--- config.mk ---
export PLATFORM = sky130hd
export DESIGN_NAME = rand_arbiter
export DESIGN_NICKNAME = d
export VERILOG_FILES = /design/src/rtl/rand_arbiter.sv
export SDC_FILE = /design/constraint.sdc
export NUM_CORES = 1
export LEC_CHECK = 0
export CORE_MARGIN = 4
export CORE_UTILIZATION = 45
export DETAILED_ROUTE_END_ITERATION = 7
export GPL_TIMING_DRIVEN = 1
export HOLD_SLACK_MARGIN = 0.15
export PLACE_DENSITY = 0.76
export REMOVE_ABC_BUFFERS = 1
export SYNTH_ARGS = -nofsm -noshare
export SYNTH_HDL_FRONTEND = slang
export SYNTH_SLANG_ARGS = --single-unit
--- constraint.sdc ---
create_clock -name rand_clk -period 2.6 [get_ports rand_clk]
set_input_delay 0.52 -clock rand_clk [delete_from_list [all_inputs] [get_ports rand_clk]]
set_output_delay 0.52 -clock rand_clk [all_outputs]
set_load 0.02 [all_outputs]
--- src/rtl/rand_arbiter.sv ---
// rand_arbiter: hands out 32-bit words from a shared XNOR LFSR to NUM_REQ
// requesters, one grant per cycle, chosen by round-robin.
//
// After a seed is loaded the LFSR is stepped WARMUP times before any word is
// handed out, so that weak seeds do not leak directly to the consumers.
// Outside of warm-up the LFSR only advances when a word is actually granted.
// Because of that, consecutive grants carry consecutive LFSR states and no
// word repeats between seed loads.
//
// Timing: req sampled at edge t -> gnt/rnd_valid/rnd_data visible during
// cycle t+1. rnd_data is the LFSR value from before the step taken at edge t.
module rand_arbiter #(
    parameter int          NUM_REQ      = 4,
    parameter int          WARMUP       = 64,
    parameter logic [31:0] DEFAULT_SEED = 32'h00000001
) (
    input  logic               rand_clk,
    input  logic               rst,
    input  logic               seed_valid,
    input  logic [31:0]        seed,
    input  logic [NUM_REQ-1:0] req,
    output logic [NUM_REQ-1:0] gnt,
    output logic [31:0]        rnd_data,
    output logic               rnd_valid,
    output logic               ready
);

    // Pointer width. NUM_REQ is always >= 2, so PW is always >= 1.
    localparam int PW = $clog2(NUM_REQ);

    // Warm-up counter width. A WARMUP of 0 still needs a 1-bit counter so
    // that the declaration stays legal.
    localparam int CW = (WARMUP > 0) ? $clog2(WARMUP + 1) : 1;

    // Counter value on the cycle of the last warm-up step.
    localparam logic [CW-1:0] WARMUP_LAST = CW'((WARMUP > 0) ? (WARMUP - 1) : 0);

    // Counter value after warm-up. The counter saturates here and does not wrap.
    localparam logic [CW-1:0] WARMUP_DONE = CW'(WARMUP);

    localparam logic [PW:0]        NUM_REQ_W   = (PW + 1)'(NUM_REQ);
    localparam logic [31:0]        LOCKUP_SEED = 32'hFFFFFFFF;
    localparam logic [NUM_REQ-1:0] ONE_HOT_LSB = {{(NUM_REQ - 1){1'b0}}, 1'b1};

    typedef enum logic [1:0] {
        ST_UNSEEDED = 2'd0,
        ST_WARMUP   = 2'd1,
        ST_RUN      = 2'd2
    } state_t;

    state_t               state_r;
    logic [31:0]          lfsr_r;
    logic [PW-1:0]        ptr_r;
    logic [CW-1:0]        warm_cnt_r;
    logic [NUM_REQ-1:0]   gnt_r;
    logic [31:0]          rnd_data_r;
    logic                 rnd_valid_r;
    logic                 ready_r;

    logic                 pick_valid_s;
    logic [PW-1:0]        pick_idx_s;
    logic [PW-1:0]        cand_s;
    logic [31:0]          lfsr_step_s;
    logic [31:0]          seed_load_s;

    // One XNOR-LFSR step.
    // The register shifts left, and the new bit0 is the XNOR of taps 31, 21, 1 and 0.
    // The all-ones state is the only state from which it cannot escape.
    function automatic logic [31:0] lfsr_next(input logic [31:0] cur);
        lfsr_next = {cur[30:0], ~(cur[31] ^ cur[21] ^ cur[1] ^ cur[0])};
    endfunction

    // (base + off) mod NUM_REQ.
    // Both operands are already below NUM_REQ, so a single conditional
    // subtract is enough.
    function automatic logic [PW-1:0] wrap_add(input logic [PW-1:0] base,
                                               input logic [PW-1:0] off);
        logic [PW:0] sum;
        sum = {1'b0, base} + {1'b0, off};
        if (sum >= NUM_REQ_W) begin
            sum = sum - NUM_REQ_W;
        end else begin
            sum = sum;
        end
        wrap_add = sum[PW-1:0];
    endfunction

    // Next LFSR value, and the seed value actually loaded.
    // A lock-up seed is replaced by the default seed.
    always_comb begin
        lfsr_step_s = lfsr_next(lfsr_r);
        seed_load_s = (seed == LOCKUP_SEED) ? DEFAULT_SEED : seed;
    end

    // Round-robin search.
    // The loop scans offsets from high to low, so the lowest offset from
    // ptr_r that has a set req bit is written last and wins.
    always_comb begin
        pick_valid_s = 1'b0;
        pick_idx_s   = '0;
        cand_s       = '0;
        for (int k = NUM_REQ - 1; k >= 0; k--) begin
            cand_s       = wrap_add(ptr_r, PW'(k));
            pick_valid_s = req[cand_s] ? 1'b1   : pick_valid_s;
            pick_idx_s   = req[cand_s] ? cand_s : pick_idx_s;
        end
    end

    // Control FSM, LFSR, round-robin pointer and registered grant outputs.
    // A seed load has priority over everything except reset.
    always_ff @(posedge rand_clk or posedge rst) begin
        if (rst) begin
            state_r     <= ST_UNSEEDED;
            lfsr_r      <= DEFAULT_SEED;
            ptr_r       <= '0;
            warm_cnt_r  <= '0;
            gnt_r       <= '0;
            rnd_data_r  <= 32'h00000000;
            rnd_valid_r <= 1'b0;
            ready_r     <= 1'b0;
        end else if (seed_valid) begin
            // The seed wins over any grant that would have happened this
            // cycle; ptr_r is deliberately left unchanged.
            lfsr_r      <= seed_load_s;
            warm_cnt_r  <= '0;
            gnt_r       <= '0;
            rnd_data_r  <= 32'h00000000;
            rnd_valid_r <= 1'b0;
            if (WARMUP == 0) begin
                state_r <= ST_RUN;
                ready_r <= 1'b1;
            end else begin
                state_r <= ST_WARMUP;
                ready_r <= 1'b0;
            end
        end else begin
            case (state_r)
                ST_UNSEEDED: begin
                    // Wait for a seed. Requests stay pending at the requesters.
                    gnt_r       <= '0;
                    rnd_data_r  <= 32'h00000000;
                    rnd_valid_r <= 1'b0;
                    ready_r     <= 1'b0;
                end
                ST_WARMUP: begin
                    // Discard one LFSR state per cycle; the last step enters RUN.
                    lfsr_r      <= lfsr_step_s;
                    gnt_r       <= '0;
                    rnd_data_r  <= 32'h00000000;
                    rnd_valid_r <= 1'b0;
                    if (warm_cnt_r == WARMUP_LAST) begin
                        warm_cnt_r <= WARMUP_DONE;
                        state_r    <= ST_RUN;
                        ready_r    <= 1'b1;
                    end else begin
                        warm_cnt_r <= warm_cnt_r + CW'(1);
                        ready_r    <= 1'b0;
                    end
                end
                ST_RUN: begin
                    ready_r <= 1'b1;
                    if (pick_valid_s) begin
                        gnt_r       <= ONE_HOT_LSB << pick_idx_s;
                        rnd_data_r  <= lfsr_r;
                        rnd_valid_r <= 1'b1;
                        lfsr_r      <= lfsr_step_s;
                        ptr_r       <= wrap_add(pick_idx_s, PW'(1));
                    end else begin
                        gnt_r       <= '0;
                        rnd_data_r  <= 32'h00000000;
                        rnd_valid_r <= 1'b0;
                    end
                end
                default: begin
                    // An unreachable encoding falls back to waiting for a seed.
                    state_r     <= ST_UNSEEDED;
                    gnt_r       <= '0;
                    rnd_data_r  <= 32'h00000000;
                    rnd_valid_r <= 1'b0;
                    ready_r     <= 1'b0;
                end
            endcase
        end
    end

    assign gnt       = gnt_r;
    assign rnd_data  = rnd_data_r;
    assign rnd_valid = rnd_valid_r;
    assign ready     = ready_r;

endmodule

### Yosys cells after proc, flatten, opt, wreduce, memory -nomap -nowiden

Index checks and enable logic that the tools add are counted.

* input port bits: 39
* logic and storage cells: 90
* register bits after elaboration: 81
* output and inout port bits: 38

* reductions and logical operators: 7
* bitwise logic cells: 5
* shift operators: 1
* muxes and demuxes: 43
* equality and inequality tests: 7
* add/subtract/negate cells: 10
* $lt $le $gt $ge: 9

Operators with widths (count)
* $mux 32: 6
* $pmux 32 s2: 1
* $eq 32x32->1 const B: 1
* $mux 2: 11
* $mux 7: 3
* $mux 1: 13
* $ge 3x3->1 const B: 4
* $lt 2x3->1 const B: 4
* $mux 4: 3
* $sub 2x1->2 const B: 5
* $bmux 1 s2: 4
* $add 7x1->7 const B: 1
* $eq 7x6->1 const B: 1
* $add 2x1->3 const B: 2
* $add 2x2->3 const B: 2
* $ne 3x3->1 const B: 2
* $pmux 2 s2: 1
* $reduce_and 2->1: 2
* $shl 1x2->4 const A: 1
* $ge 2x3->1 const B: 1
* $reduce_and 3->1: 1
* $reduce_bool 3->1: 1
* $xor 1x1->1: 3
* $eq 2x1->1 const B: 1
* other kinds (7): 8

### Depth between registers and ports, before layout

* depth after elaboration: 13
* gate-level depth with buffers: 8
* mapped depth without buffers: 7

### Least setup slack after synthesis

OpenSTA, ideal clock, no wires.

* path type: input port to flip-flop
* start: input port req[1]
* end: register rnd_data_r[16], in the netlist rnd_data[16]
* data required time: 2.481 ns
* path slack: 0.986 ns
* path buffers: 2
* setup time: 0.119 ns
* arrival: 1.495 ns
* stages on the path: 5
* cells stage by stage: o41ai_4 > nor2_1 > buf_2 > buf_2 > and2_1

* cells in the longest elaborated chain, start to end: 9
* elaborated cells between the ends (all ways): 15
* those cells by class: mux: 15

Ends and longest elaborated chain
* start, declared: line 21 `input logic [NUM_REQ-1:0] req,`
* $bmux 1 s2: line 104 `pick_valid_s = req[cand_s] ? 1'b1 : pick_valid_s;`
* $mux 1 (not written as such): line 104
* $mux 1 (3 in series): line 104
* $mux 1 (*): line 104
* $mux 32 (*): line 162 `if (pick_valid_s) begin`
* $mux 32 (*): line 137 `case (state_r)`
* $mux 32 (*): line 121 `end else if (seed_valid) begin`
* end signal, assigned: line 164 `rnd_data_r <= lfsr_r;`
* end, declared: line 56 `logic [31:0] rnd_data_r;`

Mark *: on every way between the ends. The rest lies on a longest branch, timed or not. The select of a mux whose other input is x is not followed.
A chain may end at the register's enable or synchronous reset.

### Worst setup path in the final report

* start: input port seed[20]
* end: register lfsr_r[18]

* cells in the longest elaborated chain, start to end: 3

Ends and longest elaborated chain
* start, declared: line 20 `input logic [31:0] seed,`
* $eq 32x32->1: line 92 `seed_load_s = (seed == LOCKUP_SEED) ? DEFAULT_SEED : seed;`
* $mux 32: line 92
* $mux 32: line 121
* end signal, assigned: line 124 `lfsr_r <= seed_load_s;`
* end signal, assigned: line 147 `lfsr_r <= lfsr_step_s;`
* end signal, assigned: line 166 `lfsr_r <= lfsr_step_s;`
* end, declared: line 52 `logic [31:0] lfsr_r;`

Every way passes these cells.

==> impl_metrics.yaml <==
yosys:
  ys_ff_latch: 81
  syn_area_mm2: 0.003388
  synth_edf_count: 0
  synth.avg_cell_area_um2: 9.995
  synthFlopType: "dfrtp_1"
  ys_seq_area_share_pct: 59.86
  async_flop_share_pct: 100.0
  ys_warn_count: 0
  yosysUniqueCellTypes: 35
  syn-instance-count: 339
clock_tree:
  clockBufferDepth: 2
  cts_sinks: 81
  numCtsBuffers: 9
  cts-root-buf: "clkbuf_8"
  clkTransAtPathRegs_ps: 80
  cts_tree: "built"
  post_cts_buffers: 0
  hold_buffers: 0
  htree_levels: 3
  cts_resized: 0
  insertion_delay_ps: 340
timing:
  fin_skew_ps: 9.786
  grt_setup_unrepaired: "no"
  slew_headroom_pct: 63.67
  post-route-period-util_pct: 78.97
  worst_pin_slew_ps: 543.8
  fmax_mhz: 487.1
  fin_setup_tns_ps: 0
  period_needed_ps: 2053
  finalSetupViolCount: 0
  fin_ws_ps: 546.9
  finalHoldViolations: 0
  slew_violations: 0
worst_hold_path:
  hp-class: "input pin to asynchronous set/reset pin"
pwr:
  p_int_mw: 1.876
  pwr-share-comb_pct: 10.1
  p_clk_share_pct: 35.0
  p_seq_share_pct: 54.9
  p_per_area_mw_per_mm2: 555.3
  p_sw_mw: 0.6025
  netSwitchingFraction_pct: 24.31
  peakVddDrop_v: 0.0002263
  p_leak_nw: 2.035
  p_total_mw: 2.478
job:
  maxCapViolations: 0
setup_path:
  cp-start-kind: "input pin"
  end_kind: "register"
  cp_max_fo: 15
  cp.arrival_ps: 2250
  worstPathRequired_ps: 2800
  r2r_slack_ps: 710
  worstSetupPathType: "input pin to register"
drt:
  drtPass1Iterations: 5
  viasPerCell: 5.112
  wl_per_cell_um: 14.63
  route.final.wire_length_mm: 7.607
  drcViolationCount: 0
  antenna_left: 0
  drtIter0Drc: 157
  vias: 2658
place:
  place_ws_ps: 226.3
  port_buffers: 76
  place_area_mm2: 0.004278
  gp_congestion: 0.7535
  hpwl_mm: 5.575
floorplan:
  coreArea_mm2: 0.007292
  fp.dieW_um: 94.77
  io_pins: 77
  rows: 31
  die_h_um: 94.77
  dieArea_mm2: 0.008981
  initial_utilization_pct: 46.47
global_routing:
  grt_remaining_overflow: 0
  grt_usage_pct: 17.65
  grt_max_degree: 39
  grt_pass1_wl_mm: 12.12
  grt_pass1_vias: 2605
  antenna_found_initial: 0
layout:
  layout-drive-gt1-share_pct: 7.363
  regArea_mm2: 0.002028
  multi_input_area_mm2: 0.001257
  nFillCells: 678
  design_area_mm2: 0.004463
  nets: 459
  num_antenna_cells: 0
  area_delta_synth_final_pct: 31.72
outcome:
  status: "finished clean"
[final timing paths]
path,from,endpoint,cells after the start
max,seed[20],lfsr_r[18],7
min,rst,rnd_data[20],2
max reg2reg,state_r[1],lfsr_r[1],8
min reg2reg,lfsr_r[14],rnd_data[14],1
max in group asynchronous,rst,lfsr_r[0],3
min in group rand_clk,lfsr_r[14],rnd_data[14],1
[metal layers]
layer	GRT usage, %	routed length, um	up-vias
li1	-	-	1287
met1	21.29	3111	1270
met2	30.30	3911	85
met3	3.108	412	16
met4	8.774	172	0
met5	0	0	-
[cell usage after synthesis (2+ instances only)]
library cell  instances  share of area [%]
nand2_1              68                7.5
xnor2_1               3               0.78
clkbuf_1             11                1.2
o21ai_0               7                1.0
a31oi_1              30                5.5
mux2i_1               2               0.59
inv_1                 6               0.66
nor3_1                2               0.30
nor4_1                3               0.55
and2_1               31                5.7
ha_1                  3                1.1
and3_1                2               0.37
a21oi_1              10                1.5
xor2_1                3               0.78
nor2_1               44                4.9
dfrtp_1              80                 59
buf_2                 6               0.89
nand4_1              10                1.8
nand2b_1              2               0.37
[worst max-delay path, stage by stage]
cell and delay [ps]:
clkdlybuf4s50_1 500, nand4_1 190, nor4_1 410, a21oi_2 200
buf_4 240, nand2_1 90, a31oi_1 90
[sequential cells by signal, indices dropped and copies added, names as in the netlist]
signal      count
gnt             4
rnd_data       32
rnd_valid       1
lfsr_r         32
ready           1
ptr_r           2
state_r         2
warm_cnt_r      7
[power groups by stage]
stage          logic [mW]  clock network, mW  registers, mW
5_1_grt             0.279              0.940           1.37
3_5_place_dp        0.252                  0           1.39
3_3_place_gp        0.243                  0           1.38
2_1_floorplan       0.134                  0           1.37
6_report            0.250              0.867           1.36
4_1_cts             0.253              0.886           1.36
[logic make-up after synthesis]
logic type / after synthesis / synth area share [%]
and+or+nand+nor: 168 / 23.04
buffers and inverters: 25 / 3.213
muxes: 3 / 0.9232
xor gates and xnor gates: 6 / 1.551
DFF: 81 / 59.86
AOI/OAI and AO/OA: 53 / 10.30
adders and majority gates: 3 / 1.108
[cell usage in the layout, fill, tap and decap left out, drive strengths merged, types with 2 or more instances in the layout]
cell and count:
clkbuf 10, xnor2 3, xor2 3, a31oi 30, nand3 2, and2 31, nand4 10, and3 2
ha 3, dfrtp 80, nor3 2, nand2 68, o21ai 7, inv 6, mux2i 2, a21oi 10
clkdlybuf4s50 76, clkinv 5, buf 9, nor4 3, nand2b 2, nor2 44
[final cells by class]
type                    instances  share of cell area (%)
multi-input cells             233                   28.18
clock buffers                  10                   2.860
well taps                      99                   2.775
repair buffers                 85                   18.84
flip-flops and latches         81                   45.44
clock inverters                 5                   1.290
inverters                       7                  0.6168
[through the flow]
step	utilization, %	std cells	hold WS [ps]
floorplan	-	321	476.7
global placement	58.67	505	491.7
detailed placement	58.67	505	494.6
CTS	61.20	520	512.1
global route	61.20	520	527.9
finish	61.20	520	503.3
No activity file was read; power rests on OpenSTA's default activity.
